$ cat src/rtl/bcd_scan_counter.sv
// bcd_scan_counter: four-digit BCD up/down counter with a digit-scan mux feeding a seven-segment decoder.
// Optional build macro: BCD_LEADING_ZERO_BLANK_EN (blanks leading-zero digits 3..1 on the anodes).
`default_nettype none

module bcd_scan_counter #(
  parameter int TICK_DIV = 100000,
  parameter int SCAN_DIV = 50000
) (
  input  logic        clk,
  input  logic        rst_n,
  input  logic        en,
  input  logic        up,
  input  logic        clr,
  output logic [15:0] count,
  output logic        wrap,
  output logic [3:0]  bcd_out,
  output logic [3:0]  an
);

  localparam int TW = (TICK_DIV > 2) ? $clog2(TICK_DIV) : 1;
  localparam int SW = (SCAN_DIV > 2) ? $clog2(SCAN_DIV) : 1;
  localparam logic [TW-1:0] TICK_LAST = TW'(TICK_DIV - 1);
  localparam logic [SW-1:0] SCAN_LAST = SW'(SCAN_DIV - 1);

  logic [TW-1:0] tcnt_q, tcnt_d;
  logic [SW-1:0] scnt_q, scnt_d;
  logic [1:0]    idx_q, idx_d;
  logic [15:0]   count_q, count_d;
  logic          wrap_q, wrap_d;
  logic [3:0]    bcd_out_q, bcd_out_d;
  logic [3:0]    an_q, an_d;

  logic          step;
  logic [15:0]   stepped;
  logic          carry_out;

  assign step = en && (tcnt_q == TICK_LAST);

  // Ripple one digit at a time; the carry/borrow left over after digit 3 is the wrap.
  always_comb begin
    logic       carry;
    logic [3:0] digit;
    stepped = count_q;
    carry   = 1'b1;
    digit   = 4'h0;
    for (int k = 0; k < 4; k++) begin
      digit = count_q[4*k +: 4];
      if (carry) begin
        if (up) begin
          if (digit >= 4'd9) begin
            stepped[4*k +: 4] = 4'd0;
          end else begin
            stepped[4*k +: 4] = digit + 4'd1;
            carry = 1'b0;
          end
        end else begin
          if (digit == 4'd0) begin
            stepped[4*k +: 4] = 4'd9;
          end else begin
            stepped[4*k +: 4] = digit - 4'd1;
            carry = 1'b0;
          end
        end
      end
    end
    carry_out = carry;
  end

  always_comb begin
    tcnt_d  = tcnt_q;
    count_d = count_q;
    wrap_d  = 1'b0;
    if (clr) begin
      tcnt_d  = '0;
      count_d = 16'h0000;
    end else if (en) begin
      if (step) begin
        tcnt_d  = '0;
        count_d = stepped;
        wrap_d  = carry_out;
      end else begin
        tcnt_d = tcnt_q + TW'(1);
      end
    end
  end

  always_comb begin
    scnt_d = scnt_q + SW'(1);
    idx_d  = idx_q;
    if (scnt_q == SCAN_LAST) begin
      scnt_d = '0;
      idx_d  = idx_q + 2'd1;
    end
  end

`ifdef BCD_LEADING_ZERO_BLANK_EN
  logic [3:0] lead_zero;
  always_comb begin
    lead_zero[3] = (count_q[15:12] == 4'd0);
    lead_zero[2] = lead_zero[3] && (count_q[11:8] == 4'd0);
    lead_zero[1] = lead_zero[2] && (count_q[7:4] == 4'd0);
    lead_zero[0] = 1'b0;
  end
`endif

  // Digit and anode come from the same idx_q, so they stay paired after the register.
  always_comb begin
    bcd_out_d = count_q[4*idx_q +: 4];
    an_d      = ~(4'b0001 << idx_q);
`ifdef BCD_LEADING_ZERO_BLANK_EN
    if (lead_zero[idx_q]) begin
      an_d = 4'b1111;
    end
`endif
  end

  always_ff @(posedge clk or negedge rst_n) begin
    if (!rst_n) begin
      tcnt_q    <= '0;
      scnt_q    <= '0;
      idx_q     <= 2'd0;
      count_q   <= 16'h0000;
      wrap_q    <= 1'b0;
      bcd_out_q <= 4'h0;
      an_q      <= 4'b1110;
    end else begin
      tcnt_q    <= tcnt_d;
      scnt_q    <= scnt_d;
      idx_q     <= idx_d;
      count_q   <= count_d;
      wrap_q    <= wrap_d;
      bcd_out_q <= bcd_out_d;
      an_q      <= an_d;
    end
  end

  assign count   = count_q;
  assign wrap    = wrap_q;
  assign bcd_out = bcd_out_q;
  assign an      = an_q;

endmodule

`default_nettype wire
$ cat config.mk
export PLATFORM = sky130hd
export DESIGN_NAME = bcd_scan_counter
export DESIGN_NICKNAME = d
export VERILOG_FILES = /design/src/rtl/bcd_scan_counter.sv
export SDC_FILE = /design/constraint.sdc
export NUM_CORES = 1
export LEC_CHECK = 0
export ABC_AREA = 1
export CORE_MARGIN = 1
export CORE_UTILIZATION = 35
export CTS_CLUSTER_DIAMETER = 120
export CTS_CLUSTER_SIZE = 12
export DETAILED_ROUTE_END_ITERATION = 6
export MAX_ROUTING_LAYER = met4
export PLACE_DENSITY_LB_ADDON = 0.2
export SYNTH_ARGS = -nofsm -noshare
export SYNTH_HDL_FRONTEND = slang
export SYNTH_SLANG_ARGS = --single-unit
$ cat constraint.sdc
create_clock -name clk -period 1.57 [get_ports clk]
set_clock_uncertainty 0.1 [all_clocks]
set_input_delay 0.314 -clock clk [delete_from_list [all_inputs] [get_ports clk]]
set_output_delay 0.314 -clock clk [all_outputs]
set_load 0.01 [all_outputs]
Word level (Yosys, flattened, before mapping)
Index checks and enable logic that the tools add are counted.

Bits in registers: 60. Input port bits: 5. Output and inout bits: 25. Word-level logic and storage cells: 84.

$add $sub $neg: 11. Order comparisons: 4. Equality and inequality tests: 2. Shifts and indexed selects: 2. Mux-type cells: 40. Bitwise operators: 1. Reductions and logical operators: 14.

Operators by type and width (number): $mux 16 (4); $mux 4 (15); $mux 17 (3); $mux 1 (18); $add 17x1->17 const B (1); $eq 17x17->1 const B (1); $add 16x1->16 const B (1); $add 4x1->4 const B (4); $eq 16x16->1 const B (1); $ge 4x4->1 const B (4); $logic_not 4->1 (4); $shiftx 16x5->4 (1); $sub 4x1->4 const B (4); $reduce_bool 2->1 (5); $reduce_and 3->1 (3); $not 4->4 (1); $shl 1x2->4 const A (1); $add 2x1->2 const B (1); $reduce_and 2->1 (1); $logic_and 1x1->1 (1).

Longest topological paths before layout
Word-level depth: 9. Depth in mapped cells: 11. Depth with buffers taken out: 11.

Least setup slack after synthesis
Ideal clock, no wire load.

Path kind: register -> register. From: register count_q[4], in the netlist count[4]. To: register count_q[15], in the netlist count[15]. Setup time: 119 ps. Data arrival time: 1521 ps. Required time: 1351 ps. Setup slack: -170 ps. Cell stages (with the launch flop): 12. Path buffers: 0. Period minus slack after synthesis: 1740 ps. Cells stage by stage: dfrtp_1 > inv_1 > ha_1 > inv_1 > nor2_1 > nand3_1 > nand2_1 > nand2_1 > nand2_1 > nand3_4 > nand2_1 > nand2_1.

Cells in the longest elaborated chain, start to end: 7. Elaborated cells between the ends (all ways): 9. Classes of those cells: order compare: 1; mux: 5; reduce/logical: 3.

Ends and longest elaborated chain: start: declaration (line 28) `logic [15:0] count_q, count_d;`; start signal: assignment (line 130) `count_q <= count_d;`; $ge 4x4->1 / $logic_not 4->1 (equally long branches) (line 50, 57); $mux 1 (on tied branches) (line 50, 57); $mux 1 (*) (line 49) `if (up) begin`; $mux 1 (*) (2 in a row) (line 48) `if (carry) begin`; $reduce_bool 2->1 (no line) (*); $reduce_and 3->1 (no line) (*).

Every way passes the cells marked *; elsewhere a longest branch is shown, timed or not. A chain may end at the register's enable or synchronous reset.

Worst setup path in the final report
From: register count_q[0], in the netlist count[0]. To: register count_q[15], in the netlist count[15].

Same word-level chain as after synthesis.

==> impl_metrics.json <==
{
  "synthMuxAreaShare_pct": 0,
  "drive_gt1_share_pct": 37.03,
  "synth-xor-area-share_pct": 3.767,
  "clk_pin_slew_worst_paths_ps": 80,
  "ant_nets": 0,
  "reg2reg_depth": 10,
  "synth_edf_count": 0,
  "initial_core_util_pct": 36.03,
  "end_kind": "flop",
  "clk_path_buf_depth": 2,
  "vias_per_cell": 4.716,
  "yosys.area_share.simple_pct": 32.09,
  "cts_sinks": 60,
  "grt-ovfl-total": 0,
  "r2r-end": "count[15]$_DFFE_PN0P_",
  "fp.dieW_um": 105.1,
  "ys_dominant_reg_cell": "dfrtp_1",
  "synth_top_family_by_area": "simple AND/OR/NAND/NOR gates",
  "setup_ws_ps": -88.15,
  "worst_ir_drop_vdd_mv": 0.3812,
  "io_pins": 30,
  "drc": 0,
  "areaGrowthSynthToFinish_pct": 52.17,
  "yosysUniqueCellTypes": 36,
  "synth.net_count": 540,
  "syn_area_um2": 3720,
  "std_cell_rows": 37,
  "p_leak_uw": 0.002852,
  "critPathKind": "flop to flop",
  "dieArea_um2": 11040,
  "ys_seq_elements": 60,
  "seq_area_frac_synth_pct": 40.46,
  "rsz0062_at_grt": "yes",
  "grt_pass1_vias": 3627,
  "cp.arrival_ps": 1820,
  "hpwlAfterDp_um": 7137,
  "numCtsBuffers": 9,
  "insertion_delay_ps": 330,
  "violations": "setup timing",
  "ys_warn_count": 0,
  "drt-total-wl_um": 10010,
  "fin_total_pwr_uw": 3805,
  "fmax_ghz": 0.6031,
  "syn_avg_cell_area_um2": 7.209,
  "status": "finished, violations left",
  "slew_violations": 0,
  "r2r_slack_ps": -90,
  "maxCapViolCount": 0,
  "worstHoldPathType": "primary input to async pin",
  "worstMarginPinSlew_ps": 368.7,
  "fin_crit_ps": 1658,
  "antenna_found_initial": 0,
  "finalCritPeriodShare_pct": 105.6,
  "async_reset_ff_share_pct": 100.0,
  "antenna_cells": 0,
  "grt_usage_pct": 19.26,
  "drt_iter0_drc": 191,
  "critPathLaunchType": "flop",
  "syn_inst": 516,
  "routedWlPerCell_um": 12.46,
  "die_height_um": 105.1,
  "r2r_start": "count[0]$_DFFE_PN0P_",
  "fin_nets": 686,
  "synth_adder_area_share_pct": 6.391,
  "required_ps": 1740,
  "first_pass_iters": 4,
  "grt_max_degree": 27,
  "final_hold_viol_count": 0,
  "core-area_um2": 10320,
  "crit_fanout": 6,
  "globalplace.congestion": 0.8580,
  "cts_tree": "yes",
  "portBuffers": 29,
  "finalSetupViolCount": 12,
  "powerDensity_nw_per_um2": 672.2,
  "cts_root_buf": "clkbuf_8",
  "grt_pass1_wl_um": 16560,
  "synth_compound_area_share_pct": 8.207,
  "vias": 3787,
  "relSlewSlack_pct": 75.42,
  "final_util_pct": 54.83,
  "htreeDepth": 3
}
-- Yosys cell counts, types with 13 or more instances --
library cell    n  area share (%)
nor2_1         68             6.9
inv_1          76             7.7
nand2_1       128              13
ha_1           19             6.4
a21oi_1        23             3.1
dfrtp_1        57              38
nand4_1        13             2.2
o21ai_0        27             3.6
nor3_1         13             1.7
xor2_1         13             3.1
nand3_1        43             5.8
-- registers in the layout (all words and copies together) (netlist names) --
name	cells
tcnt_q	17
count	16
scnt_q	16
an	4
bcd_out	4
idx_q	2
wrap	1
-- placed cells by master, fill, tap and decap left out, types with 3 or more instances in the layout --
master	netlist	layout
dlygate4sd2_1	0	18
o21ai_0	27	20
buf_4	1	98
nand2_2	3	22
nand3_2	1	14
clkdlybuf4s15_1	0	4
ha_2	0	3
nor2_1	68	53
o21ai_1	1	4
nand4_1	13	13
nor3_2	1	4
nand3_1	43	28
clkbuf_2	1	3
inv_4	0	6
ha_4	0	4
clkbuf_8	0	12
o21ai_2	0	4
nor2_2	1	7
nand2_4	0	6
xor2_1	13	13
ha_1	19	12
dfrtp_1	57	45
dfrtp_2	0	12
nor3_1	13	8
nor2_4	0	9
inv_1	76	62
a21oi_1	23	21
clkdlybuf4s50_1	0	3
nand2_1	128	103
buf_12	0	3
inv_2	1	9
buf_6	1	12
xnor2_1	3	3
dfstp_2	3	3
nand3_4	1	3
-- cell type report --
type                    count  area (µm²)
inverters                  78       307.8
multi-input cells         370        2285
fillers                   958        4663
clock inverters             3       20.02
flip-flops and latches     60        1520
well taps                 136       170.2
repair buffers            143        1189
clock buffers              13       168.9
-- logic make-up after synthesis --
logic type / Yosys count
flops: 60
simple gates: 277
buf+inv: 86
fa+ha+maj: 19
compound gates: 58
xor+xnor: 16
-- metrics by stage --
step / setup TNS [ps] / instance area (µm²) / std cells / hold slack [ps] / setup WS, ps
5_1_grt: -2480 / 5660 / 803 / 339.6 / -202.4
3_3_place_gp: -9088 / 4896 / 762 / 145.0 / -334.6
6_report: -520.8 / 5660 / 803 / 323.3 / -88.15
3_5_place_dp: -9948 / 4896 / 762 / 146.9 / -360.1
2_1_floorplan: 0 / 3780 / 516 / -81.59 / 4.905
4_1_cts: -567.8 / 5344 / 790 / 326.1 / -80.49
-- critical path: stages, from the launching register on --
cell	delay, ps
dfrtp_2	440
inv_2	80
ha_4	160
nand2_4	60
nor2_4	100
nand2_2	90
nand2_2	110
nand2_4	70
nor2_4	200
nand4_1	120
nand2_1	70
-- where the power goes --
part           leakage, µW  internal [µW]  switching [µW]
combinational      0.00197            404             454
sequential        0.000789           1580            33.1
clock            0.0000917            701             630
-- timing repair --
action,CTS,global route
endpoints found under the setup margin,53,51
resized for setup,82,80
pin swaps,21,44
hold buffers,1,0
endpoints found under the hold margin,12,0
setup buffers,11,14
-- layer usage --
| layer | vias to the layer above | global-route usage, % | routed length, µm |
|---|---|---|---|
| li1 | 1934 | - | - |
| met2 | 68 | 32.02 | 5016 |
| met5 | - | - | 0 |
| met3 | 8 | 3.618 | 285 |
| met1 | 1777 | 23.87 | 4605 |
| met4 | 0 | 5.533 | 97 |
-- worst max-delay path by stage --
stage / startpoint / end / slack [ps] / depth (start not counted)
2_1_floorplan: count[5]$_DFFE_PN0P_ / count[15]$_DFFE_PN0P_ / 5 / 11
3_3_place_gp: en / count[13]$_DFFE_PN0P_ / -330 / 9
3_5_place_dp: en / tcnt_q[15]$_DFFE_PN0P_ / -360 / 9
4_1_cts: tcnt_q[1]$_DFFE_PN0P_ / count[15]$_DFFE_PN0P_ / -80 / 9
5_1_grt: count[0]$_DFFE_PN0P_ / count[15]$_DFFE_PN0P_ / -200 / 10
6_report: count[0]$_DFFE_PN0P_ / count[15]$_DFFE_PN0P_ / -90 / 10
(Power assumes the default switching activity.)
